`src/rtl/core_control_redirect_arbiter_if.sv`:
```
// Redirect-arbiter bus: three prioritised redirect requests in, one fetch
// redirect port out, plus the flush/stall/dropped side-band.
interface core_control_redirect_arbiter_if #(
    parameter int PTR_W = 30
);
    logic             exc_valid;
    logic [PTR_W-1:0] exc_target;
    logic             wb_valid;
    logic [PTR_W-1:0] wb_target;
    logic             br_valid;
    logic [PTR_W-1:0] br_target;
    logic             redirect_ready;
    logic             redirect_valid;
    logic [PTR_W-1:0] redirect_target;
    logic             flush;
    logic             stall_issue;
    logic             dropped;

    // Arbiter side
    modport slave (
        input  exc_valid, exc_target, wb_valid, wb_target, br_valid, br_target,
        input  redirect_ready,
        output redirect_valid, redirect_target, flush, stall_issue, dropped
    );

    // Requester / fetch side
    modport master (
        output exc_valid, exc_target, wb_valid, wb_target, br_valid, br_target,
        output redirect_ready,
        input  redirect_valid, redirect_target, flush, stall_issue, dropped
    );
endinterface

```
`src/rtl/core_control_redirect_arbiter.sv`:
```
// PC-redirect arbiter: picks exc > wb > br, holds the winner on the fetch
// redirect port until accepted, then runs a fixed flush window in which
// wrong-path branch requests are discarded.
//
//   state | meaning
//   IDLE  | no redirect outstanding
//   PEND  | redirect offered to fetch, waiting for redirect_ready
//   FLUSH | redirect accepted, fetch/decode being flushed for FLUSH_CYCLES
module core_control_redirect_arbiter #(
    parameter int PTR_W        = 30,
    parameter int FLUSH_CYCLES = 2
) (
    input  logic                                  clk,
    input  logic                                  rst_n,
    core_control_redirect_arbiter_if.slave        io_rdr
);
    localparam int CNT_W = (FLUSH_CYCLES > 0) ? $clog2(FLUSH_CYCLES + 1) : 1;

    // Priority codes: larger wins; 0 means no request.
    localparam logic [1:0] PRIO_NONE = 2'd0;
    localparam logic [1:0] PRIO_BR   = 2'd1;
    localparam logic [1:0] PRIO_WB   = 2'd2;
    localparam logic [1:0] PRIO_EXC  = 2'd3;

    typedef enum logic [1:0] {
        IDLE  = 2'd0,
        PEND  = 2'd1,
        FLUSH = 2'd2
    } state_t;

    state_t             r_state,  w_nxt_state;
    logic [PTR_W-1:0]   r_target, w_nxt_target;
    logic [1:0]         r_prio,   w_nxt_prio;
    logic [CNT_W-1:0]   r_cnt,    w_nxt_cnt;
    logic               r_dropped, w_nxt_dropped;

    logic               w_any;
    logic               w_multi;
    logic [1:0]         w_win_prio;
    logic [PTR_W-1:0]   w_win_target;

    // Fixed-priority pick among the incoming requests.
    always_comb begin
        w_win_prio   = PRIO_NONE;
        w_win_target = '0;
        if (io_rdr.exc_valid) begin
            w_win_prio   = PRIO_EXC;
            w_win_target = io_rdr.exc_target;
        end else if (io_rdr.wb_valid) begin
            w_win_prio   = PRIO_WB;
            w_win_target = io_rdr.wb_target;
        end else if (io_rdr.br_valid) begin
            w_win_prio   = PRIO_BR;
            w_win_target = io_rdr.br_target;
        end
    end

    assign w_any   = io_rdr.exc_valid | io_rdr.wb_valid | io_rdr.br_valid;
    assign w_multi = (io_rdr.exc_valid & io_rdr.wb_valid) |
                     (io_rdr.exc_valid & io_rdr.br_valid) |
                     (io_rdr.wb_valid  & io_rdr.br_valid);

    // Next-state, pending-redirect and discard decode.
    always_comb begin
        w_nxt_state   = r_state;
        w_nxt_target  = r_target;
        w_nxt_prio    = r_prio;
        w_nxt_cnt     = r_cnt;
        w_nxt_dropped = 1'b0;
        case (r_state)
            IDLE: begin
                if (w_any) begin
                    w_nxt_state   = PEND;
                    w_nxt_target  = w_win_target;
                    w_nxt_prio    = w_win_prio;
                    w_nxt_dropped = w_multi;
                end
            end
            PEND: begin
                if (w_any && (w_win_prio > r_prio)) begin
                    // Superseding request; an offer accepted this same cycle is
                    // simply consumed and the new target is offered next.
                    w_nxt_target  = w_win_target;
                    w_nxt_prio    = w_win_prio;
                    w_nxt_dropped = w_multi;
                end else begin
                    w_nxt_dropped = w_any;
                    if (io_rdr.redirect_ready) begin
                        if (FLUSH_CYCLES == 0) begin
                            w_nxt_state = IDLE;
                        end else begin
                            w_nxt_state = FLUSH;
                            w_nxt_cnt   = CNT_W'(FLUSH_CYCLES);
                        end
                    end
                end
            end
            FLUSH: begin
                if (io_rdr.exc_valid || io_rdr.wb_valid) begin
                    // Non-speculative redirect aborts the window.
                    w_nxt_state   = PEND;
                    w_nxt_target  = w_win_target;
                    w_nxt_prio    = w_win_prio;
                    w_nxt_dropped = w_multi;
                end else begin
                    w_nxt_dropped = io_rdr.br_valid;
                    if (r_cnt <= CNT_W'(1)) begin
                        w_nxt_state = IDLE;
                    end else begin
                        w_nxt_cnt = r_cnt - CNT_W'(1);
                    end
                end
            end
            default: begin
                w_nxt_state = IDLE;
            end
        endcase
    end

    // State and pending-redirect registers.
    always_ff @(posedge clk or negedge rst_n) begin
        if (!rst_n) begin
            r_state   <= IDLE;
            r_target  <= '0;
            r_prio    <= PRIO_NONE;
            r_cnt     <= '0;
            r_dropped <= 1'b0;
        end else begin
            r_state   <= w_nxt_state;
            r_target  <= w_nxt_target;
            r_prio    <= w_nxt_prio;
            r_cnt     <= w_nxt_cnt;
            r_dropped <= w_nxt_dropped;
        end
    end

    assign io_rdr.redirect_valid  = (r_state == PEND);
    assign io_rdr.redirect_target = r_target;
    assign io_rdr.flush           = (r_state == FLUSH);
    assign io_rdr.stall_issue     = (r_state == PEND) || (r_state == FLUSH);
    assign io_rdr.dropped         = r_dropped;
endmodule
```
`src/flat_wrapper.sv`:
```
// flat-port wrapper written by rule: the top's interface ports become plain ports
module core_control_redirect_arbiter_flat 
#(
    parameter int PTR_W        = 30,
    parameter int FLUSH_CYCLES = 2
)
  (clk, rst_n, io_rdr_exc_valid, io_rdr_exc_target, io_rdr_wb_valid, io_rdr_wb_target, io_rdr_br_valid, io_rdr_br_target, io_rdr_redirect_ready, io_rdr_redirect_valid, io_rdr_redirect_target, io_rdr_flush, io_rdr_stall_issue, io_rdr_dropped);
  core_control_redirect_arbiter_if #(.PTR_W(PTR_W)) io_rdr_i ();
  input  logic clk;
  input  logic rst_n;
  input wire logic [$bits(io_rdr_i.exc_valid)-1:0] io_rdr_exc_valid;
  input wire logic [$bits(io_rdr_i.exc_target)-1:0] io_rdr_exc_target;
  input wire logic [$bits(io_rdr_i.wb_valid)-1:0] io_rdr_wb_valid;
  input wire logic [$bits(io_rdr_i.wb_target)-1:0] io_rdr_wb_target;
  input wire logic [$bits(io_rdr_i.br_valid)-1:0] io_rdr_br_valid;
  input wire logic [$bits(io_rdr_i.br_target)-1:0] io_rdr_br_target;
  input wire logic [$bits(io_rdr_i.redirect_ready)-1:0] io_rdr_redirect_ready;
  output wire logic [$bits(io_rdr_i.redirect_valid)-1:0] io_rdr_redirect_valid;
  output wire logic [$bits(io_rdr_i.redirect_target)-1:0] io_rdr_redirect_target;
  output wire logic [$bits(io_rdr_i.flush)-1:0] io_rdr_flush;
  output wire logic [$bits(io_rdr_i.stall_issue)-1:0] io_rdr_stall_issue;
  output wire logic [$bits(io_rdr_i.dropped)-1:0] io_rdr_dropped;
  assign io_rdr_i.exc_valid = io_rdr_exc_valid;
  assign io_rdr_i.exc_target = io_rdr_exc_target;
  assign io_rdr_i.wb_valid = io_rdr_wb_valid;
  assign io_rdr_i.wb_target = io_rdr_wb_target;
  assign io_rdr_i.br_valid = io_rdr_br_valid;
  assign io_rdr_i.br_target = io_rdr_br_target;
  assign io_rdr_i.redirect_ready = io_rdr_redirect_ready;
  assign io_rdr_redirect_valid = io_rdr_i.redirect_valid;
  assign io_rdr_redirect_target = io_rdr_i.redirect_target;
  assign io_rdr_flush = io_rdr_i.flush;
  assign io_rdr_stall_issue = io_rdr_i.stall_issue;
  assign io_rdr_dropped = io_rdr_i.dropped;
  core_control_redirect_arbiter #(.PTR_W(PTR_W), .FLUSH_CYCLES(FLUSH_CYCLES)) u_core (.clk(clk), .rst_n(rst_n), .io_rdr(io_rdr_i));
endmodule
```
`config.mk`:
```
export PLATFORM = sky130hd
export DESIGN_NAME = core_control_redirect_arbiter_flat
export DESIGN_NICKNAME = d
export VERILOG_FILES = /design/src/rtl/core_control_redirect_arbiter_if.sv /design/src/rtl/core_control_redirect_arbiter.sv /design/src/flat_wrapper.sv
export SDC_FILE = /design/constraint.sdc
export NUM_CORES = 1
export LEC_CHECK = 0
export BUFFER_PORTS_ARGS = -buffer_cell sky130_fd_sc_hd__buf_2
export CELL_PAD_IN_SITES_DETAIL_PLACEMENT = 0
export CELL_PAD_IN_SITES_GLOBAL_PLACEMENT = 2
export CORE_AREA = 2 2 101 103
export DETAILED_ROUTE_END_ITERATION = 12
export DIE_AREA = 0 0 103 105
export GPL_TIMING_DRIVEN = 0
export PLACE_DENSITY_LB_ADDON = 0.1
export SLEW_MARGIN = 25
export SYNTH_ARGS = -nofsm -noshare
export SYNTH_HDL_FRONTEND = slang
export SYNTH_SLANG_ARGS = --single-unit
```
`constraint.sdc`:
```
create_clock -name clk -period 2.5 [get_ports clk]
set_input_delay 0.25 -clock clk [delete_from_list [all_inputs] [get_ports clk]]
set_output_delay 0.25 -clock clk [all_outputs]
set_load 0.05 [all_outputs]
```
# == After elaboration in Yosys (flattened, before gate mapping) ==
# Index checks and enable logic that the tools add are counted.
# word_totals
reg_bits,37
latch_bits,0
ramBits,0
rom_bits,0
in_bits,96
memories,0
# op_classes
n_addsub,1
n_mul,0
n_div,0
magnitude_cmp,2
n_eq_ne,10
shifts,0
mux,27
n_bitwise,7
reduce_logical,9
# op_table
cell,n
2-to-1 mux 30 bit,6
one-hot mux 30 bit (3 select lines),1
2-to-1 mux 2 bit,12
one-hot mux 2 bit (3 select lines),2
!= test 2 bit (second input constant),4
AND reduction 4 bit,2
!= test 2 x 1 -> 1 bit (second input constant),3
AND reduction 5 bit,1
2-to-1 mux 1 bit,4
bitwise OR 1 bit,4
one-hot mux 2 bit (2 select lines),1
AND 1 bit,3
!= test 3 x 1 -> 1 bit (second input constant),1
one-hot mux 1 bit (3 select lines),1
nonzero test 3 bit,1
== test 2 x 1 -> 1 bit (second input constant),1
== test 2 bit (second input constant),1
greater-than comparator 2 bit,1
<= comparator 2 x 1 -> 1 bit (second input constant),1
zero test 2 bit,1
logical OR 1 bit,2
nonzero test 2 bit,1
subtractor 2 x 1 -> 2 bit (second input constant),1
logical AND 1 bit,1

# == Logic depth before layout (Yosys ltp) ==
# logic_depth
depth_word,7
depth_mapped,10

# == Least setup slack after synthesis ==
# OpenSTA, ideal clock, no wires.
# synth_timing
path_kind,input port to flip-flop
from,input port io_rdr_wb_valid
to,register u_core.r_target[10] (netlist: u_core.io_rdr.redirect_target[10])
setup_ps,125
arrival_ps,2219
required_time_ps,2375
path_slack_ps,156
path_stages,10
cell_sequence,buf_6 -> nor2b_1 -> clkbuf_1 -> nor2_1 -> ha_1 -> and2_1 -> o21bai_1 -> a21oi_4 -> buf_6 -> mux2_4
# synth_between
elab_chain_cells,6
elab_cells_between_ends,17
cone_classes,order compare: 1; eq/ne: 3; mux: 8; bitwise: 2; reduce/logical: 3
# synth_lines
item,line,source
start: declaration,flat_wrapper.sv:13,input wire logic [$bits(io_rdr_i.wb_valid)-1:0] io_rdr_wb_valid;
2-to-1 mux 2 bit,core_control_redirect_arbiter.sv:49,end else if (io_rdr.wb_valid) begin
2-to-1 mux 2 bit,core_control_redirect_arbiter.sv:46,if (io_rdr.exc_valid) begin
greater-than comparator 2 bit,core_control_redirect_arbiter.sv:80,if (w_any && (w_win_prio > r_prio)) begin
logical AND 1 bit,core_control_redirect_arbiter.sv:80,
!= test 2 x 1 -> 1 bit (no line),-,
AND reduction 4 bit (no line),-,
end signal: assignment,core_control_redirect_arbiter.sv:130,r_target <= w_nxt_target;
end: declaration,core_control_redirect_arbiter.sv:32,"logic [PTR_W-1:0] r_target, w_nxt_target;"
# Parallel ways exist; a longest one is shown, timed or not. The select of a mux whose other input is x is not followed.
# A chain may end at the register's enable or synchronous reset.

# == Worst setup path after layout ==
# layout_timing
from,input port io_rdr_br_valid
to,register u_core.r_target[3] (netlist: u_core.io_rdr.redirect_target[3])
# layout_between
elab_chain_cells,7
elab_cells_between_ends,16
cone_classes,order compare: 1; eq/ne: 2; mux: 10; bitwise: 1; reduce/logical: 2
# layout_lines
item,line,source
start: declaration,flat_wrapper.sv:15,input wire logic [$bits(io_rdr_i.br_valid)-1:0] io_rdr_br_valid;
2-to-1 mux 1 bit,core_control_redirect_arbiter.sv:52,end else if (io_rdr.br_valid) begin
2-to-1 mux 2 bit,core_control_redirect_arbiter.sv:49,
2-to-1 mux 2 bit,core_control_redirect_arbiter.sv:46,
greater-than comparator 2 bit,core_control_redirect_arbiter.sv:80,
logical AND 1 bit,core_control_redirect_arbiter.sv:80,
!= test 2 x 1 -> 1 bit (no line),-,
AND reduction 4 bit (no line),-,
# Parallel ways exist; a longest one is shown, timed or not. The select of a mux whose other input is x is not followed.

==> impl_metrics.json <==
{
  "outcome": "completed",
  "dr.pass1.iters": 4,
  "clkPwrFrac_pct": 9.8,
  "power_mw": 4.30,
  "avgSynthCellArea_um2": 10.5,
  "port_buffers": 127,
  "routabilityCongestion": 0.676,
  "remaining_drc_errors": 0,
  "setup_viol": 0,
  "synth_xor_xnor_area_share_pct": 0,
  "post_cts.repair.setup_buffers": 0,
  "hold_ws_ps": 297,
  "cp_max_fo": 10,
  "cts_buffer_depth": 2,
  "synth_top_family_by_area": "multiplexers",
  "cts_tree": "done",
  "end_kind": "register",
  "crit_path_start_kind": "input pin",
  "wl_per_cell_um": 14.8,
  "core-area_um2": 9640,
  "sw_frac_of_total_pct": 48.8,
  "grt_pass1_wl_um": 11600,
  "root_buffer": "clkbuf_8",
  "p_per_area_nw_per_um2": 1320,
  "synth-compound-area-share_pct": 21.2,
  "busiest_layer": "met2",
  "n_antenna_cell": 0,
  "final_util_pct": 33.7,
  "synth_warnings": 0,
  "chipHeight_um": 105,
  "fp.dieW_um": 103,
  "vdd_drop_max_mv": 0.478,
  "fmax_mhz": 435,
  "first_global_vias": 2225,
  "met2_usage_pct": 21.7,
  "grt_antenna_before_repair": 1,
  "p_switching_mw": 2.10,
  "yosysSeqAreaShare_pct": 39.3,
  "power_frac_seq_pct": 24.3,
  "synth_fp_nets": 328,
  "area_delta_synth_final_pct": 38.2,
  "muxShareOfSynthArea_pct": 21.3,
  "drive_above_1_share_pct": 49.0,
  "hpwlAfterDp_um": 5350,
  "die_area_um2": 10800,
  "synthSimpleGateAreaFrac_pct": 9.20,
  "ys_ff_latch": 37,
  "finClkSkew_ps": 5.12,
  "start_util_pct": 24.4,
  "tightestPinTransition_ps": 568,
  "critPathKind": "in -> reg",
  "crit_arrival_ps": 2470,
  "grt_use_met1_pct": 18.6,
  "cts_made_buffers": 5,
  "track_usage_pct": 13.8,
  "combPwrFrac_pct": 65.9,
  "ys_types": 30,
  "vias": 2186,
  "fin_crit_ps": 2300,
  "io_pins": 130,
  "leakage_nw": 1.66,
  "cap_viol_max_count": 0,
  "final_hold_viol_count": 0,
  "final_antenna_net_count": 0,
  "overflow": 0,
  "hp-class": "in -> reg",
  "grt_max_degree": 38,
  "worstPathRequired_ps": 2670,
  "slew_viol_final": 0,
  "synth_cells": 225,
  "routed_wirelength_um": 7330,
  "p_int_mw": 2.20,
  "rows": 36,
  "use_met3_pct": 4.01,
  "syn_area_um2": 2350,
  "fin_crit_sh_pct": 92.0,
  "num-nets-final": 463,
  "drt_iter0_drc": 39,
  "cts_htree_levels": 2,
  "cts.clk_slew.worst_paths_ps": 80,
  "clock-sinks": 37,
  "via_per_inst": 4.43,
  "slew_headroom_pct": 62.2,
  "rsz0062_at_grt": "no",
  "clkLatencyLatePin_ps": 290,
  "synth_fa_ha_area_share_pct": 3.72
}
placed cells by master (no fill, tap or decap), drive strengths merged:
cell           n
mux2          33
ha             7
dfrtp         37
o22ai          1
mux2i          2
o21bai         3
and3b          1
clkbuf        17
and2           1
inv            5
nand2b         2
buf          134
nand3b         1
nor2b          5
dlygate4sd3    1
nand2         30
a2bb2oi        1
a22oi         29
or2            2
nor2           4
clkinv         2
o211ai         1
o31ai          1
a21oi          7
o21a           1
nor3           2
o21ai         31
path summary, 6_finish.rpt:
kind / start / cells past startpoint / endpoint / slack, ps
worst max-delay path: io_rdr_br_valid / 10 / u_core.io_rdr.redirect_target[3] / 200
worst min-delay path: io_rdr_exc_target[13] / 4 / u_core.io_rdr.redirect_target[13] / 300
worst max register to register: u_core.r_state[0] / 7 / u_core.io_rdr.redirect_target[3] / 380
worst min register to register: u_core.io_rdr.redirect_target[20] / 1 / u_core.io_rdr.redirect_target[20] / 510
max in group asynchronous: rst_n / 2 / u_core.io_rdr.redirect_target[1] / 1650
min in group asynchronous: rst_n / 2 / u_core.r_state[0] / 480
final cells by class:
cell class              instances  area (µm²)
well taps                     133         166
flip-flops and latches         37         926
fillers                      1057        6390
plain buffers                  18         108
clock buffers                   6        72.6
repair buffers                128         648
multi-input cells             165        1300
clock inverters                 2        10.0
inverters                       5        18.8
cell usage after synthesis (all sizes together):
cell | n | area [µm²]
and3b | 1 | 8.76
o21ai | 31 | 155
o21a | 1 | 7.51
mux2 | 33 | 480
o21bai | 3 | 22.5
nand2b | 2 | 12.5
o211ai | 1 | 7.51
nand2 | 30 | 113
o31ai | 1 | 12.5
ha | 7 | 87.6
nor3 | 2 | 10.0
dfrtp | 37 | 926
a21oi | 7 | 46.3
a2bb2oi | 1 | 8.76
or2 | 2 | 12.5
nand3b | 1 | 7.51
mux2i | 2 | 20.0
nor2b | 5 | 31.3
buf | 6 | 61.3
a22oi | 29 | 218
nor2 | 4 | 15.0
o22ai | 1 | 20.0
clkbuf | 12 | 45.0
and2 | 1 | 6.26
inv | 5 | 18.8
kinds of logic (layout without fill, tap and decap cells):
| group | Yosys count | in the layout |
|---|---|---|
| DFF | 37 | 37 |
| adders and majority gates | 7 | 7 |
| buffers and inverters | 23 | 159 |
| muxes | 35 | 35 |
| and+or+nand+nor | 48 | 48 |
| AOI/OAI and AO/OA | 75 | 75 |
through the flow:
stage / instance area (µm²) / worst slack (ps) / cells / setup TNS (ps)
3_5_place_dp: 3160 / -372 / 485 / -11440
2_1_floorplan: 2350 / 156 / 225 / 0
4_1_cts: 3240 / 131 / 493 / 0
3_3_place_gp: 3160 / -378 / 485 / -11470
6_report: 3250 / 199 / 494 / 0
5_1_grt: 3250 / 15.9 / 494 / 0
registers in the layout, summed over array words and instances, names as in the netlist:
signal and cells:
u_core.r_cnt 2, u_core.io_rdr.dropped 1, u_core.r_prio 2, u_core.io_rdr.redirect_target 30, u_core.r_state 2
critical path: stages:
cell	delay (ps)
buf_2	130
nor2b_1	210
buf_2	280
nor2_1	90
ha_1	300
and2_1	150
o21bai_1	210
a21oi_4	290
buf_6	230
mux2_4	310
per-layer routing:
| layer | vias to the layer above | part of all wire, % |
|---|---|---|
| met3 | 6 | 6.8 |
| li1 | 1077 | - |
| met5 | - | 0.22 |
| met2 | 71 | 47 |
| met4 | 2 | 0.89 |
| met1 | 1030 | 45 |
what timing repair did:
action                     in CTS  in global routing
resized for setup               1                  1
hold buffers                    0                  1
hold endpoints to repair        0                 37
setup endpoints to repair      29                  1
power groups by stage:
stage                     Clock (mW)  Sequential [mW]  Combinational, mW
after floorplan                    0             1.90               1.42
after global placement             0             1.05               2.87
after detailed placement           0             1.05               2.88
after CTS                      0.441             1.05               2.88
after global routing           0.470             1.09               3.02
final                          0.421             1.04               2.83
Power figures use the tool's default switching activity.
